--- config.mk ---
export PLATFORM = sky130hd
export DESIGN_NAME = regfile_sb
export DESIGN_NICKNAME = d
export VERILOG_FILES = /design/src/rtl/regfile_sb.sv
export SDC_FILE = /design/constraint.sdc
export NUM_CORES = 2
export LEC_CHECK = 0
export BUFFER_PORTS_ARGS = -buffer_cell sky130_fd_sc_hd__buf_4
export CORE_ASPECT_RATIO = 0.75
export CORE_MARGIN = 5
export CORE_UTILIZATION = 50
export DETAILED_ROUTE_END_ITERATION = 6
export GPL_TIMING_DRIVEN = 0
export PLACE_DENSITY = 0.69
export SLEW_MARGIN = 20
export SYNTH_ARGS = -nofsm -noshare
export SYNTH_HDL_FRONTEND = slang
export SYNTH_SLANG_ARGS = --single-unit
--- constraint.sdc ---
create_clock -name clk -period 5.59 [get_ports clk]
set_input_delay 0.2795 -clock clk [delete_from_list [all_inputs] [get_ports clk]]
set_output_delay 0.2795 -clock clk [all_outputs]
set_load 0.01 [all_outputs]
--- src/rtl/regfile_sb.sv ---
// Register file with per-register write-pending scoreboard and operand stall.
// Optional same-cycle write-through bypass when REGFILE_SB_BYPASS_EN is defined.
module regfile_sb #(
  parameter int XLEN = 32,
  parameter int NREG = 32,
  parameter int NRP  = 2,
  localparam int AW  = $clog2(NREG)
) (
  input  logic                clk,
  input  logic                rst,
  input  logic                we,
  input  logic [AW-1:0]       waddr,
  input  logic [XLEN-1:0]     wdata,
  input  logic [NRP*AW-1:0]   raddr,
  input  logic [NRP-1:0]      ruse,
  output logic [NRP*XLEN-1:0] rdata,
  input  logic                iss_valid,
  input  logic [AW-1:0]       iss_rd,
  input  logic                flush,
  output logic [NREG-1:0]     busy,
  output logic                stall,
  output logic [AW:0]         pend_cnt
);

  logic [XLEN-1:0] regs [NREG];
  logic [NREG-1:0] busy_q;
  logic [NREG-1:0] busy_nxt;
  logic [AW:0]     pend_q;

  function automatic logic [AW:0] popcount(input logic [NREG-1:0] v);
    logic [AW:0] c;
    c = '0;
    for (int i = 0; i < NREG; i++) c = c + (AW+1)'(v[i]);
    return c;
  endfunction

  // Scoreboard next state: clear on write-back, set on issue (set wins), flush clears all.
  always_comb begin
    busy_nxt = busy_q;
    if (we && waddr != '0) busy_nxt[waddr] = 1'b0;
    if (iss_valid && iss_rd != '0) busy_nxt[iss_rd] = 1'b1;
    if (flush) busy_nxt = '0;
    busy_nxt[0] = 1'b0;
  end

  always_ff @(posedge clk) begin
    if (rst) begin
      busy_q <= '0;
      pend_q <= '0;
    end else begin
      busy_q <= busy_nxt;
      pend_q <= popcount(busy_nxt);
    end
  end

  always_ff @(posedge clk) begin
    if (rst) begin
      for (int i = 0; i < NREG; i++) regs[i] <= '0;
    end else if (we && waddr != '0) begin
      regs[waddr] <= wdata;
    end
  end

  // Combinational read ports; register 0 is hard-wired to zero.
  always_comb begin
    logic [AW-1:0] ra;
    logic          hit;
    rdata = '0;
    stall = 1'b0;
    ra    = '0;
    hit   = 1'b0;
    for (int p = 0; p < NRP; p++) begin
      ra = raddr[p*AW +: AW];
`ifdef REGFILE_SB_BYPASS_EN
      hit = we && (waddr == ra);
`else
      hit = 1'b0;
`endif
      if (ra != '0) begin
        // Bypass is held off during reset so reads stay zero while rst is high.
        rdata[p*XLEN +: XLEN] = (hit && !rst) ? wdata : regs[ra];
        if (ruse[p] && busy_q[ra] && !hit) stall = 1'b1;
      end
    end
  end

  assign busy     = busy_q;
  assign pend_cnt = pend_q;

endmodule
==> results.toml <==
[detailed_routing]
vias = 36800
drcViolationCount = 0
drt-total-wl_um = 193000
wl_per_cell_um = 34.2
avgViaCountPerCell = 6.52
antenna_left = 0
first_iter_violations = 5660
dr.pass1.iters = 6

[grt]
grt_pass1_wl_um = 270000
use_met3_pct = 10.7
grt_pass1_vias = 36400
grt_usage_pct = 31.7
grt_antenna_before_repair = 10
grt_max_degree = 33
gr-total-overflow = 0
top_usage_layer = "met2"
met2_usage_pct = 46.1
use_met1_pct = 45.6

[yosys]
synth_edf_count = 1024
async_reset_ff_share_pct = 0
synth_top_area_share_pct = 53.6
post_synth.cell_area_avg_sq_um = 15.7
syn-cell-area_sq_mm = 0.0574
yosysMostFrequentCell = "edfxtp_1"
synth_flop_cell = "edfxtp_1"
synth_top_area_cell = "edfxtp_1"
netlist_instances = 3649
synth_seq_cells = 1061
yosysWarnings = 0
ys_seq_area_share_pct = 54.9
synth_common_cells = "edfxtp_1 (1024), and2_1 (993), mux4_2 (623)"
ys_top_cells_by_area = "edfxtp_1 (54%), mux4_2 (24%), and2_1 (11%)"
ys_types = 46

[sta]
grt_setup_unrepaired = "true"
finalSetupTns_ps = 0
hold_viol = 0
maxSlewViolCount = 0
min_period_over_period_pct = 99.3
relSlewSlack_pct = 19.0
setup_viol = 0
max_slew.worst_pin.slew_ps = 1220
finClkSkew_ps = 10.7
max_freq_mhz = 180
min_period_ps = 5550

[critical_path]
cp.arrival_ps = 6130
path_max_fanout = 8
cp-end-kind = "flop"
path_class = "in -> reg"
worstPathRequired_ps = 6170
cp-start-kind = "input pin"

[clock_network]
cts_inserted_buffers = 106
path_clk_slew_ps = 70
root_buffer = "clkbuf_16"
clockBufferDepth = 3
cts_tree = "yes"
h-tree-depth = 3
clkSinkCount = 1061
clkLatencyLatePin_ps = 710

[power]
clock_power_share_pct = 38.2
vdd_drop_max_uv = 239
finalPower_mw = 19.5
p_per_area_mw_per_mm2 = 297
switching_share_pct = 25.3
p_switching_mw = 4.95
power_frac_comb_pct = 13.9
intPower_mw = 14.6
p_seq_share_pct = 47.9
p_leak_nw = 22.8

[final_layout]
multi_input_area_sq_mm = 0.0244
filler_cell_count = 8820
drive_gt1_share_pct = 29.5
regArea_sq_mm = 0.0315
area_growth_pct = 14.4
finish.net_count = 4111

[floorplanning]
die-height_um = 303
dieArea_sq_mm = 0.122
core_sq_mm = 0.114
boundaryPins = 162
die_x_um = 401
initial_core_util_pct = 50.4
num_rows = 107

[placement]
gp_congestion = 1.03
place_hpwl_um = 143000
portBuffers = 149

[flow_run]
maxCapViolCount = 0

[outcome]
status = "completed"

[min_path]
min_path_type = "in -> reg"
## routing by layer
metal | vias to the layer above | share of wire (%)
met2 | 2693 | 43
met1 | 19000 | 39
li1 | 14700 | -
met4 | 6 | 3.8
met3 | 404 | 14
met5 | - | 0.032
## sequential cells by signal, indices dropped and copies added, names as in the netlist
register / count
regs: 1024
busy: 31
pend_cnt: 6
## final timing paths
kind	from	to	slack, ps	cells past startpoint
worst max register to register	busy[18]	pend_cnt[4]	90	17
worst min-delay path	iss_rd[2]	busy[31]	60	4
worst max-delay path	waddr[2]	pend_cnt[4]	40	22
worst min register to register	busy[24]	busy[24]	720	3
## per-stage QoR
step	area [sq um]	hold slack, ps	setup WS, ps	util, %	std cells
2_1_floorplan	57500	461	-84.0	-	3681
4_1_cts	65500	24.4	17.5	57.5	5619
5_1_grt	65600	69.3	-27.9	57.7	5635
3_3_place_gp	60500	594	-874	53.2	5356
3_5_place_dp	61600	605	-993	54.1	5389
6_report	65700	57.1	41.8	57.7	5639
## cell type report
type	instances	area share, %
inverter	61	0.349
sequential	1061	48.0
buffer	392	2.75
clock buffer	134	4.34
clock inverter	61	1.00
timing repair buffer	233	3.54
multi-input combinational	2167	37.1
tap	1526	2.91
antenna	4	0.0152
## critical path, cell delays in order
cell and delay (ps):
buf_12 120, or3_4 130, buf_6 120, or4b_4 520, clkbuf_16 200, o21ai_2 140
a21o_1 170, fa_1 440, fa_1 520, inv_1 50, fa_1 500, inv_2 50
fa_1 480, fa_1 550, inv_1 60, fa_1 450, fa_2 380, fa_2 400
a21o_1 180, a21oi_2 160, xor2_1 180, nor2_1 50
## cell usage in the layout, fill, tap and decap left out, types with 21 or more instances in the layout
| master | netlist | routed |
|---|---|---|
| edfxtp_1 | 1024 | 1024 |
| and2_1 | 993 | 993 |
| mux4_2 | 623 | 623 |
| clkbuf_1 | 270 | 279 |
| buf_4 | 2 | 164 |
| clkbuf_16 | 0 | 110 |
| nor2_1 | 86 | 85 |
| buf_2 | 66 | 73 |
| nand2_1 | 67 | 67 |
| mux2_2 | 66 | 66 |
| inv_1 | 61 | 60 |
| a21oi_1 | 49 | 48 |
| dfxtp_1 | 37 | 37 |
| a22oi_1 | 35 | 35 |
| conb_1 | 1 | 33 |
| dlygate4sd3_1 | 0 | 33 |
| o21ai_0 | 35 | 31 |
| o21ai_1 | 25 | 28 |
| buf_12 | 1 | 27 |
| o21bai_4 | 0 | 26 |
| buf_6 | 22 | 24 |
| clkinv_1 | 0 | 21 |
## cells by family after synthesis
logic type	share of synthesized area, %
xor gates and xnor gates	0.0305
buffers and inverters	3.44
muxes	25.8
adders and majority gates	0.955
AOI/OAI and AO/OA	2.14
DFF	54.9
other	0.00654
and+or+nand+nor	12.7
## power groups by stage
| stage | combinational, mW | sequential, mW | clock [mW] |
|---|---|---|---|
| floorplan | 1.53 | 9.45 | 0 |
| global placement | 2.53 | 9.52 | 0 |
| detailed placement | 2.64 | 9.51 | 0 |
| CTS | 2.67 | 9.35 | 7.44 |
| global route | 2.79 | 9.40 | 7.77 |
| finish | 2.72 | 9.35 | 7.45 |
## repair_timing
| item | 4_1_cts | 5_1_grt |
|---|---|---|
| hold endpoints to repair | 33 | 0 |
| pin swaps | 2 | 20 |
| resized for setup | 13 | 20 |
| hold buffers | 33 | 0 |
| setup buffers | 2 | 15 |
| setup endpoints to repair | 2 | 1 |
Power figures use the tool's default switching activity.
